$ cat src/rtl/rs485_poll_sched_pkg.sv
// Shared types and constants for the RS-485 master poll scheduler.
// Holds the FSM state encoding, poll header and counter widths.
package rs485_pkg;

   localparam int unsigned ID_W   = 3;
   localparam int unsigned US_W   = 8;
   localparam int unsigned BCNT_W = 4;

   localparam logic [4:0] POLL_HDR = 5'b10100;

   typedef enum logic [2:0] {
      S_IDLE,
      S_SYNC,
      S_PRE,
      S_SEND,
      S_POST,
      S_WAIT,
      S_NEXT
   } state_e;

   // Poll byte carries the slave ID in its low bits.
   function automatic logic [7:0] poll_byte(input logic [ID_W-1:0] id);
      return {POLL_HDR, id};
   endfunction

endpackage

$ cat src/rtl/rs485_poll_sched_us_timer.sv
// Loadable microsecond down-counter shared by every timed scheduler phase.
// Decrements on pulse_i only; zero_c flags an exhausted count.
module us_timer
   import rs485_pkg::*;
(
   input  logic            clk_i,
   input  logic            rst_i,
   input  logic            pulse_i,
   input  logic            load_i,
   input  logic [US_W-1:0] load_val_i,
   output logic            zero_c
);

   logic [US_W-1:0] cnt_q;

   // A load in the same cycle as a strobe wins; the strobe is not counted.
   always_ff @(posedge clk_i) begin
      if (rst_i) begin
         cnt_q <= '0;
      end else if (load_i) begin
         cnt_q <= load_val_i;
      end else if (pulse_i && (cnt_q != '0)) begin
         cnt_q <= cnt_q - US_W'(1);
      end
   end

   assign zero_c = (cnt_q == '0);

endmodule

$ cat src/rtl/rs485_poll_sched.sv
// RS-485 master frame scheduler: sync pulse, then poll/response per enabled slave.
// Optional RS485_RETRY_EN re-polls a silent slave once before flagging its timeout.
module rs485_poll_sched
   import rs485_pkg::*;
#(
   parameter int unsigned N_SLAVE   = 4,
   parameter int unsigned SYN_US    = 10,
   parameter int unsigned GUARD_US  = 5,
   parameter int unsigned TMO_US    = 200,
   parameter int unsigned RSP_BYTES = 4
) (
   input  logic               clk_sys,
   input  logic               rst,
   input  logic               pulse_us,
   input  logic               start,
   input  logic [N_SLAVE-1:0] slave_en,
   output logic               tx_ctrl,
   output logic               tx_syn,
   output logic               tx_req,
   output logic [7:0]         tx_data,
   input  logic               tx_done,
   input  logic               rx_valid,
   input  logic [7:0]         rx_data,
   output logic               rsp_valid,
   output logic [7:0]         rsp_data,
   output logic [ID_W-1:0]    rsp_id,
   output logic               busy,
   output logic [N_SLAVE-1:0] tmo_mask,
   output logic               frame_done
);

   state_e               state_q;
   logic [N_SLAVE-1:0]   pend_q;
   logic [N_SLAVE-1:0]   cur_oh_q;
   logic [ID_W-1:0]      cur_id_q;
   logic [BCNT_W-1:0]    byte_cnt_q;
   logic                 tx_ctrl_q;
   logic                 tx_syn_q;
   logic                 tx_req_q;
   logic [7:0]           tx_data_q;
   logic                 rsp_valid_q;
   logic [7:0]           rsp_data_q;
   logic                 busy_q;
   logic [N_SLAVE-1:0]   tmo_mask_q;
   logic                 frame_done_q;

   logic                 found_c;
   logic [ID_W-1:0]      next_id_c;
   logic [N_SLAVE-1:0]   next_oh_c;
   logic                 tmr_load_c;
   logic [US_W-1:0]      tmr_val_c;
   logic                 tmr_zero_c;
   logic                 tmr_exp_c;
   logic                 retry_now_c;
   logic                 last_byte_c;

`ifdef RS485_RETRY_EN
   logic                 retry_q;
   assign retry_now_c = !retry_q;
`else
   assign retry_now_c = 1'b0;
`endif

   assign tmr_exp_c   = pulse_us && tmr_zero_c;
   assign last_byte_c = (byte_cnt_q == BCNT_W'(RSP_BYTES - 1));

   // Lowest still-pending ID; served IDs are removed from pend_q.
   always_comb begin
      found_c   = 1'b0;
      next_id_c = '0;
      next_oh_c = '0;
      for (int i = int'(N_SLAVE) - 1; i >= 0; i--) begin
         if (pend_q[i]) begin
            found_c   = 1'b1;
            next_id_c = ID_W'(i);
            next_oh_c = N_SLAVE'(1) << i;
         end
      end
   end

   // Timer is loaded on every entry into a timed phase and on each response byte.
   always_comb begin
      tmr_load_c = 1'b0;
      tmr_val_c  = '0;
      case (state_q)
         S_IDLE: begin
            if (start && (slave_en != '0)) begin
               tmr_load_c = 1'b1;
               tmr_val_c  = US_W'(SYN_US - 1);
            end
         end
         S_NEXT: begin
            if (found_c) begin
               tmr_load_c = 1'b1;
               tmr_val_c  = US_W'(GUARD_US - 1);
            end
         end
         S_SEND: begin
            if (tx_done) begin
               tmr_load_c = 1'b1;
               tmr_val_c  = US_W'(GUARD_US - 1);
            end
         end
         S_POST: begin
            if (tmr_exp_c) begin
               tmr_load_c = 1'b1;
               tmr_val_c  = US_W'(TMO_US - 1);
            end
         end
         S_WAIT: begin
            if (rx_valid) begin
               tmr_load_c = 1'b1;
               tmr_val_c  = US_W'(TMO_US - 1);
            end else if (tmr_exp_c && retry_now_c) begin
               tmr_load_c = 1'b1;
               tmr_val_c  = US_W'(GUARD_US - 1);
            end
         end
         default: begin
         end
      endcase
   end

   us_timer u_timer (
      .clk_i      (clk_sys),
      .rst_i      (rst),
      .pulse_i    (pulse_us),
      .load_i     (tmr_load_c),
      .load_val_i (tmr_val_c),
      .zero_c     (tmr_zero_c)
   );

   always_ff @(posedge clk_sys) begin
      if (rst) begin
         state_q      <= S_IDLE;
         pend_q       <= '0;
         cur_oh_q     <= '0;
         cur_id_q     <= '0;
         byte_cnt_q   <= '0;
         tx_ctrl_q    <= 1'b0;
         tx_syn_q     <= 1'b0;
         tx_req_q     <= 1'b0;
         tx_data_q    <= '0;
         rsp_valid_q  <= 1'b0;
         rsp_data_q   <= '0;
         busy_q       <= 1'b0;
         tmo_mask_q   <= '0;
         frame_done_q <= 1'b0;
`ifdef RS485_RETRY_EN
         retry_q      <= 1'b0;
`endif
      end else begin
         rsp_valid_q  <= 1'b0;
         frame_done_q <= 1'b0;
         case (state_q)
            S_IDLE: begin
               if (start) begin
                  pend_q     <= slave_en;
                  tmo_mask_q <= '0;
                  if (slave_en != '0) begin
                     busy_q    <= 1'b1;
                     tx_ctrl_q <= 1'b1;
                     tx_syn_q  <= 1'b1;
                     state_q   <= S_SYNC;
                  end else begin
                     frame_done_q <= 1'b1;
                  end
               end
            end
            S_SYNC: begin
               if (tmr_exp_c) begin
                  tx_syn_q <= 1'b0;
                  state_q  <= S_NEXT;
               end
            end
            S_NEXT: begin
               if (found_c) begin
                  pend_q     <= pend_q & ~next_oh_c;
                  cur_oh_q   <= next_oh_c;
                  cur_id_q   <= next_id_c;
                  tx_data_q  <= poll_byte(next_id_c);
                  byte_cnt_q <= '0;
                  tx_ctrl_q  <= 1'b1;
`ifdef RS485_RETRY_EN
                  retry_q    <= 1'b0;
`endif
                  state_q    <= S_PRE;
               end else begin
                  frame_done_q <= 1'b1;
                  busy_q       <= 1'b0;
                  tx_ctrl_q    <= 1'b0;
                  state_q      <= S_IDLE;
               end
            end
            S_PRE: begin
               if (tmr_exp_c) begin
                  tx_req_q <= 1'b1;
                  state_q  <= S_SEND;
               end
            end
            S_SEND: begin
               if (tx_done) begin
                  tx_req_q <= 1'b0;
                  state_q  <= S_POST;
               end
            end
            S_POST: begin
               if (tmr_exp_c) begin
                  tx_ctrl_q <= 1'b0;
                  state_q   <= S_WAIT;
               end
            end
            S_WAIT: begin
               // A byte arriving on the final strobe beats the timeout.
               if (rx_valid) begin
                  rsp_valid_q <= 1'b1;
                  rsp_data_q  <= rx_data;
                  byte_cnt_q  <= byte_cnt_q + BCNT_W'(1);
                  if (last_byte_c) begin
                     state_q <= S_NEXT;
                  end
               end else if (tmr_exp_c) begin
                  if (retry_now_c) begin
`ifdef RS485_RETRY_EN
                     retry_q    <= 1'b1;
`endif
                     byte_cnt_q <= '0;
                     tx_ctrl_q  <= 1'b1;
                     state_q    <= S_PRE;
                  end else begin
                     tmo_mask_q <= tmo_mask_q | cur_oh_q;
                     state_q    <= S_NEXT;
                  end
               end
            end
            default: begin
               state_q <= S_IDLE;
            end
         endcase
      end
   end

   assign tx_ctrl    = tx_ctrl_q;
   assign tx_syn     = tx_syn_q;
   assign tx_req     = tx_req_q;
   assign tx_data    = tx_data_q;
   assign rsp_valid  = rsp_valid_q;
   assign rsp_data   = rsp_data_q;
   assign rsp_id     = cur_id_q;
   assign busy       = busy_q;
   assign tmo_mask   = tmo_mask_q;
   assign frame_done = frame_done_q;

endmodule

$ cat config.mk
export PLATFORM = sky130hd
export DESIGN_NAME = rs485_poll_sched
export DESIGN_NICKNAME = d
export VERILOG_FILES = /design/src/rtl/rs485_poll_sched_pkg.sv /design/src/rtl/rs485_poll_sched_us_timer.sv /design/src/rtl/rs485_poll_sched.sv
export SDC_FILE = /design/constraint.sdc
export NUM_CORES = 1
export LEC_CHECK = 0
export BUFFER_PORTS_ARGS = -buffer_cell sky130_fd_sc_hd__buf_2
export CAP_MARGIN = 20
export CORE_ASPECT_RATIO = 1.5
export CORE_UTILIZATION = 53
export DETAILED_ROUTE_END_ITERATION = 10
export PLACE_DENSITY = 0.75
export SLEW_MARGIN = 10
export SYNTH_ARGS = -nofsm -noshare
export SYNTH_HDL_FRONTEND = slang
export SYNTH_SLANG_ARGS = --single-unit
$ cat constraint.sdc
create_clock -name clk_sys -period 1.9 [get_ports clk_sys]
set_input_delay 0 -clock clk_sys [delete_from_list [all_inputs] [get_ports clk_sys]]
set_output_delay 0 -clock clk_sys [all_outputs]
set_load 0.02 [all_outputs]
==> qor.yml, run 1 <==
synth-main-ff-cell: "dfxtp_1"
min_from: "tx_done"
coreArea_um2: 3750
min_period_ps: 1890
gp_congestion: 0.911
hold_class: "in2reg"
cts_max_level: 2
cts_buffers: 5
rsz0062_at_grt: "yes"
synthCells: 257
viasPerCell: 5.76
yosysUniqueCellTypes: 52
crit_chain: "dlygate4sd3_1 -> buf_2 -> or4_1 -> a2111oi_2 -> a211oi_1 -> a31oi_1 -> a21oi_1"
num_antenna_cells: 0
clock_skew_ps: 3.80
syn-cell-area_um2: 2130
grt_overflow: 0
max_stage_delay_ps: 620
synth_top_family_by_area: "simple AND/OR/NAND/NOR gates"
async_flop_share: 0
cp.arrival_ps: 2070
status: "finished clean"
slowest_stage: "or4_1"
criticalPathCategory: "in2reg"
ir_drop_mv: 0.945
setup_slack_ps: 12.0
wl_mm: 5.08
path_clk_slew_ps: 80
drv_cap: 0
grt_max_degree: 33
muxShareOfSynthArea: 0.00941
routedWlPerCell_um: 14.1
drv_slew: 0
ys_ff_latch: 44
synth-xor-area-share: 0.0288
yosys.area_share.simple: 0.254
synth_top_area_cell: "dfxtp_1"
hold_viol_final: 0
fmax_ghz: 0.530
leakage_nw: 1.12
synth_compound_area_frac: 0.205
die_w_um: 53.7
pwr_density_cell_nw_per_um2: 1260
layout.nets: 338
postRouteAntennaNets: 0
fill_cells: 308
final_common_cell: "dfxtp_1"
preCtsSetupSlack_ps: 73.5
vias: 2081
finalSetupViolations: 0
initial_core_util: 0.567
first_pass_iters: 4
critical_path_required_ps: 2080
fin_hold_ws_ps: 39.2
timing.rr.start: "u_timer.cnt_q[1]"
seq_area_um2: 881
mostFrequentLayoutCells: "dfxtp_1 (44), buf_2 (41), nand2_1 (37)"
drt_iter0_markers: 104
die_area_um2: 4280
tritoncts: "built"
avgSynthCellArea_um2: 8.28
cts-root-buf: "clkbuf_8"
startpoint: "slave_en[3]"
syn2layout_area_growth_pct: 25.9
yosysWarnings: 0
synthTopCellsByArea: "dfxtp_1 (41%), nand2_1 (6.7%), a21oi_1 (6.6%)"
period_share: 0.994
clockBufferDepth: 2
netlist.area_leader.share: 0.414
path_max_fanout: 5
synth_edf_count: 0
grt_pass1_vias: 1953
drc: 0
synthAdderAreaFrac: 0.0176
start_kind: "input pin"
postLayoutCoreUtil: 0.714
multi_input_area_um2: 1150
ys_seq_area_frac: 0.414
num_rows: 27
clock_latency_ps: 300
endpoint_kind: "flip-flop"
drive_gt1_frac: 0.267
cts_num_sinks: 44
dp_hpwl_mm: 3.60
track_usage: 0.261
grt_pass1_wl_mm: 8.28
io_buffers: 41
floorplan.die.height_um: 79.6
io_pins: 47
antenna_found_initial: 0
layout make-up:
class	instances	share of cell area
inverter	8	0.0112
clock buffer	6	0.0271
sequential	44	0.329
tap	43	0.0201
clock inverter	2	0.0131
multi-input combinational	188	0.430
timing repair buffer	70	0.170
cell usage after synthesis, types with 2 or more instances:
cell type / count
o31ai_1: 2
and2_1: 2
or3b_2: 2
nor3_1: 13
nand2_1: 38
or4_1: 2
o21ai_0: 10
nand3_1: 8
nand4_1: 2
a31oi_1: 5
dfxtp_1: 44
nor4b_1: 2
buf_4: 8
o211ai_1: 2
nand2b_1: 2
buf_1: 2
clkbuf_1: 9
ha_1: 3
a22o_1: 4
nor2b_1: 3
inv_1: 8
nor2_1: 18
a21oi_1: 28
o21a_1: 3
mux2i_1: 2
xnor2_1: 3
a32oi_1: 3
xor2_1: 4
nor4b_2: 2
power by group:
| group | switching, mW | internal (mW) |
|---|---|---|
| sequential | 0.129 | 1.05 |
| clock | 0.316 | 0.390 |
| combinational | 0.836 | 0.661 |
worst max-delay path: cells and delay by family:
family                 cells  cell delay [ps]
AND/OR/NAND/NOR            1              620
buffers and inverters      2              650
AO/OA/AOI/OAI              4              790
state kept, by name (all words and copies together) (netlist names), 3 cells and up:
| register | cells |
|---|---|
| u_timer.cnt_q | 8 |
| tx_data | 3 |
| state_q | 3 |
| rsp_data | 8 |
| tmo_mask | 4 |
| cur_oh_q | 4 |
| pend_q | 4 |
| byte_cnt_q | 4 |
metrics by stage:
step	setup TNS (ps)	total power, mW	instance area [um2]	instances
6_report	0	3.39	2680	361
5_1_grt	-40.8	3.59	2680	361
4_1_cts	0	3.31	2640	361
3_5_place_dp	0	2.58	2400	340
3_3_place_gp	0	2.55	2400	340
2_1_floorplan	0	2.17	2140	261
final timing paths:
path                                    end  slack, ps  depth (start not counted)
worst max-delay path             state_q[1]         10                          7
worst min-delay path             state_q[2]         40                          3
worst max register to register   state_q[1]        130                          7
worst min register to register  rsp_data[7]        460                          2
cells by family (layout without fill, tap and decap cells):
| logic type | count (synthesis) | in the layout |
|---|---|---|
| buf+inv | 29 | 86 |
| other cells | 1 | 5 |
| flops | 44 | 44 |
| simple gates | 104 | 104 |
| xor+xnor | 7 | 7 |
| mux | 2 | 2 |
| fa+ha+maj | 3 | 3 |
| compound gates | 67 | 67 |
what timing repair did:
item / CTS / global route
hold buffers: 13 / 0
gates resized for setup: 0 / 10
hold endpoints to repair: 16 / 0
endpoints found under the setup margin: 0 / 23
setup buffers: 0 / 0
per-layer routing:
layer  share of wire  vias up  global-route usage
li1                -     1017                   -
met1            0.43      975               0.308
met2            0.49       73               0.421
met3           0.043       16              0.0476
met4           0.035        0               0.158
met5               0        -                   0
No activity file was read; power rests on OpenSTA's default activity.
==> run 2: changes to the inputs <==
--- a/config.mk
+++ b/config.mk
@@ -7,7 +7,7 @@
 export LEC_CHECK = 0
 export BUFFER_PORTS_ARGS = -buffer_cell sky130_fd_sc_hd__buf_2
 export CAP_MARGIN = 20
-export CORE_ASPECT_RATIO = 1.5
+export CORE_ASPECT_RATIO = 2
 export CORE_UTILIZATION = 53
 export DETAILED_ROUTE_END_ITERATION = 10
 export PLACE_DENSITY = 0.75
==> run 2 against run 1 <==
Effect of this change: the run now ends with setup timing left; die area increased by 0.23%; clock-buffer cell count unchanged; wire length increased by 7.9%; critical path type unchanged; critical endpoint unchanged; largest cell class unchanged; largest power group unchanged; highest routed layer unchanged.
==> qor.yml, run 2 (synthesis results as in run 1) <==
status: "complete, but fails checks"  # was finished clean
violations: "setup timing"
clock_skew_ps: 5.06  # was 3.80 ps
ir_drop_mv: 0.925  # was 0.945 mV
postRouteAntennaNets: 0  # unchanged
leakage_nw: 1.12  # about the same
first_pass_iters: 4  # unchanged
drc: 0  # unchanged
num_rows: 32  # was 27
relSlewSlack: 0.676
floorplan.die.height_um: 91.6  # was 79.6 um
setup_tns_ps: -6.96  # was 0 ps
endpoint_kind: "flip-flop"  # unchanged
grt_max_degree: 24  # was 33
die_w_um: 46.8  # was 53.7 um
min_period_ps: 1910  # was 1890 ps
finalPower_mw: 3.36  # was 3.39 mW
drv_slew: 0  # unchanged
grt_pass1_wl_mm: 8.67  # was 8.28 mm
drt_iter0_markers: 60  # was 104
fmax_ghz: 0.524  # was 0.530 GHz
coreArea_um2: 3840  # was 3750 um2
wl_mm: 5.48  # was 5.08 mm
initial_core_util: 0.553  # was 0.567
multi_input_area_um2: 1170  # was 1150 um2
layoutNonFillerInstCount: 371  # was 361
criticalPathCategory: "in2reg"  # unchanged
grt_pass1_vias: 2028  # was 1953
mostFrequentLayoutCells: "dfxtp_1 (44), buf_2 (41), nand2_1 (37)"  # unchanged
dp_hpwl_mm: 3.82  # was 3.60 mm
drv_cap: 0  # unchanged
setup_slack_ps: -6.96  # was 12.0 ps
start_kind: "input pin"  # unchanged
cp.arrival_ps: 2090  # was 2070 ps
final_common_cell: "dfxtp_1"  # unchanged
vias: 2078  # was 2081
cts_num_sinks: 44  # unchanged
clockBufferDepth: 2  # unchanged
gp_congestion: 0.892  # was 0.911
finalSetupViolations: 1  # was 0
path_max_fanout: 3  # was 5
num_antenna_cells: 0  # unchanged
viasPerCell: 5.60  # was 5.76
rsz0062_at_grt: "yes"  # unchanged
fill_cells: 341  # was 308
drive_gt1_frac: 0.284  # was 0.267
io_pins: 47  # unchanged
antenna_found_initial: 0  # unchanged
post-cts-setup-buffer-count: 0  # unchanged
seq_area_um2: 881  # unchanged
io_buffers: 41  # unchanged
track_usage: 0.275  # was 0.261
syn2layout_area_growth_pct: 26.9  # was 25.9%
hold_class: "in2reg"  # unchanged
die_area_um2: 4290  # was 4280 um2
grt_overflow: 0  # unchanged
critical_path_required_ps: 2080  # about the same
fin_hold_ws_ps: 74.4  # was 39.2 ps
path_clk_slew_ps: 80  # about the same
numPlacedInstances: 352  # was 340
routedWlPerCell_um: 14.8  # was 14.1 um
hold_viol_final: 0  # unchanged
tritoncts: "built"  # unchanged
cts_max_level: 2  # unchanged
cts-root-buf: "clkbuf_8"  # unchanged
pwr_density_cell_nw_per_um2: 1250  # was 1260 nW/um2
worst_pin_slew_ps: 480
clock_latency_ps: 290  # was 300 ps
cts_buffers: 5  # unchanged
period_share: 1.00  # was 0.994
layout.nets: 341  # was 338
-- run 2: cell count changes in the layout (fill, tap and decap cells not counted), sizes merged --
cell	delta
buf	+4
bufinv	-1
dlygate4sd3	-1
-- run 2: where the power goes --
group          total, mW  switching [mW]  internal (mW)
registers           1.21           0.161           1.05
logic               1.59           0.846          0.748
clock network      0.555           0.304          0.250
total               3.36            1.31           2.05
-- run 2: timing repair --
action                     in CTS  in global routing
hold endpoints to repair       12                  0
pin swaps                       0                  1
hold buffers                   12                  0
setup endpoints to repair       1                 21
gates resized for setup         1                 14
-- run 2: path summary, 6_finish.rpt --
check | endpoint | from | cells after the start | slack [ps]
worst max register to register | u_timer.cnt_q[3] | u_timer.cnt_q[2] | 6 | 140
worst min-delay path | state_q[2] | tx_done | 3 | 70
worst min register to register | busy | busy | 2 | 460
worst max-delay path | state_q[1] | slave_en[0] | 7 | -7
-- run 2: layout make-up --
cell class,instances,share of cell area
Multi-Input combinational cell,188,0.434
Clock inverter,1,0.00185
Timing Repair Buffer,73,0.176
Inverter,8,0.0111
Clock buffer,6,0.0269
Sequential cell,44,0.326
Tap cell,51,0.0236
-- run 2: critical path, stage by stage --
cell,delay [ps]
dlygate4sd3_1,540
buf_2,120
or4_1,590
a2111oi_2,510
a211oi_2,120
a31oi_1,160
a21oi_1,60
-- run 2: per-layer routing --
layer | track usage | part of all wire
met5 | 0 | 0
met4 | 0.121 | 0.027
met2 | 0.524 | 0.59
met1 | 0.259 | 0.35
met3 | 0.0358 | 0.026
-- run 2: stage by stage --
step                      worst slack [ps]  area (um2)   util
after detailed placement              7.48        2440  0.636
after global routing                 -35.3        2700  0.702
after CTS                             7.86        2650  0.688
final                                -6.96        2700  0.702
after global placement                30.2        2440  0.636
after floorplan                        163        2140      -
==> run 3: changes to the inputs <==
--- a/config.mk
+++ b/config.mk
@@ -11,6 +11,8 @@
 export CORE_UTILIZATION = 53
 export DETAILED_ROUTE_END_ITERATION = 10
 export PLACE_DENSITY = 0.75
+export SETUP_SLACK_MARGIN = 0.15
+export SKIP_LAST_GASP = 1
 export SLEW_MARGIN = 10
 export SYNTH_ARGS = -nofsm -noshare
 export SYNTH_HDL_FRONTEND = slang
==> run 3 against run 2 <==
Effect of this change: the flow now finishes without violations; core utilization grew 0.59 points; worst hold slack lost 14 ps; fmax grew 8.3%; clock-buffer cell count is the same; clock skew is essentially flat; first-iteration DRC count shrank 22%; total power grew 2.1%; sequential share of layout area is essentially flat; global-route usage grew 0.83 points; critical path depth shrank 2; cell count is the same; cell area grew 0.83%; largest cell class unchanged.
==> qor.yml, run 3 (synthesis results as in run 1) <==
final_common_cell: "buf_2"  # was dfxtp_1
mostFrequentLayoutCells: "buf_2 (41), dfxtp_1 (40), nand2_1 (37)"  # was dfxtp_1 (44), buf_2 (41), nand2_1 (37)
drv_cap: 0  # unchanged
path_max_fanout: 4  # was 3
setup_slack_ps: 139  # was -6.96 ps
critical_path_required_ps: 2140  # was 2080 ps
grt_overflow: 0  # unchanged
drive_gt1_frac: 0.313  # was 0.284
place_area_um2: 2440  # unchanged
setup_tns_ps: 0  # was -6.96 ps
start_kind: "flip-flop"  # was input pin
criticalPathCategory: "reg2reg"  # was in2reg
hold_class: "in2reg"  # unchanged
track_usage: 0.283  # was 0.275
num_antenna_cells: 0  # unchanged
grt_max_degree: 24  # unchanged
grt_pass1_wl_mm: 8.92  # was 8.67 mm
period_share: 0.927  # was 1.00
drv_slew: 0  # unchanged
postRouteAntennaNets: 0  # unchanged
first_pass_iters: 4  # unchanged
vias: 2049  # was 2078
cp.arrival_ps: 2000  # was 2090 ps
cts-root-buf: "clkbuf_8"  # unchanged
hold_viol_final: 0  # unchanged
layout.nets: 341  # unchanged
die_area_um2: 4290  # unchanged
finalInstanceArea_um2: 2720  # was 2700 um2
initial_core_util: 0.553  # unchanged
dp_hpwl_mm: 3.82  # unchanged
relSlewSlack: 0.531  # was 0.676
endpoint_kind: "flip-flop"  # unchanged
clock_latency_ps: 290  # about the same
drc: 0  # unchanged
layoutNonFillerInstCount: 371  # unchanged
io_pins: 47  # unchanged
syn2layout_area_growth_pct: 28.0  # was 26.9%
post-cts-setup-buffer-count: 0  # unchanged
fmax_ghz: 0.568  # was 0.524 GHz
io_buffers: 41  # unchanged
cts_max_level: 2  # unchanged
tritoncts: "built"  # unchanged
floorplan.die.height_um: 91.6  # unchanged
fill_cells: 335  # was 341
clock_skew_ps: 5.09  # was 5.06 ps
ir_drop_mv: 0.859  # was 0.925 mV
status: "finished clean"  # was complete, but fails checks
routedWlPerCell_um: 14.8  # about the same
drt_iter0_markers: 47  # was 60
die_w_um: 46.8  # unchanged
leakage_nw: 1.12  # about the same
antenna_found_initial: 0  # unchanged
coreArea_um2: 3840  # unchanged
cts_num_sinks: 44  # unchanged
min_period_ps: 1760  # was 1910 ps
grt_pass1_vias: 2057  # was 2028
preCtsSetupSlack_ps: 7.48  # unchanged
clockBufferDepth: 2  # unchanged
wl_mm: 5.51  # was 5.48 mm
pwr_density_cell_nw_per_um2: 1260  # was 1250 nW/um2
num_rows: 32  # unchanged
gp_congestion: 0.892  # unchanged
finalSetupViolations: 0  # was 1
path_clk_slew_ps: 80  # about the same
worst_pin_slew_ps: 686  # was 480 ps
cts_buffers: 5  # unchanged
rsz0062_at_grt: "yes"  # unchanged
numPlacedInstances: 352  # unchanged
viasPerCell: 5.52  # was 5.60
run 3: cell counts in the layout (fill, tap and decap cells not counted):
No cell type changed its count.
run 3: stage by stage:
step / power, mW / hold WS, ps / util
2_1_floorplan: 2.17 / 136 / -
3_3_place_gp: 2.61 / 239 / 0.636
3_5_place_dp: 2.63 / 246 / 0.636
4_1_cts: 3.30 / 54.6 / 0.697
5_1_grt: 3.66 / 120 / 0.708
6_report: 3.43 / 60.0 / 0.708
run 3: path summary, 6_finish.rpt:
kind                     from           to  slack (ps)  cells past startpoint
max          u_timer.cnt_q[2]  tmo_mask[2]         140                      5
min                   tx_done   state_q[2]          60                      3
max reg2reg  u_timer.cnt_q[2]  tmo_mask[2]         140                      5
min reg2reg              busy         busy         460                      2
run 3: power breakdown:
group / internal, mW / switching [mW]
clock: 0.250 / 0.305
combinational: 0.775 / 0.870
sequential: 1.06 / 0.168
run 3: repair_timing:
action	CTS	global route
gates cloned	0	0
setup endpoints to repair	17	23
resized for setup	10	15
hold buffers	12	0
pin swaps	3	8
endpoints found under the hold margin	12	0
run 3: metal layers:
layer / vias up / GRT usage / share of wire
met3: 12 / 0.0398 / 0.027
li1: 1021 / - / -
met4: 0 / 0.124 / 0.025
met1: 972 / 0.264 / 0.36
met5: - / 0 / 0
met2: 44 / 0.542 / 0.59
run 3: worst max-delay path: stages, from the launching register on:
cell and delay (ps):
dfxtp_4 360, nor4_2 500, nand4_1 260, nor4b_2 300
buf_4 170, a22o_1 110
run 3: layout make-up:
type                            count  area, um2  share of cell area
Clock buffer                        6       72.6              0.0267
Tap cell                           51       63.8              0.0234
Inverter                            8       30.0              0.0110
Multi-Input combinational cell    188       1180               0.435
Sequential cell                    44        888               0.326
Timing Repair Buffer               73        479               0.176
Clock inverter                      1       5.00             0.00184
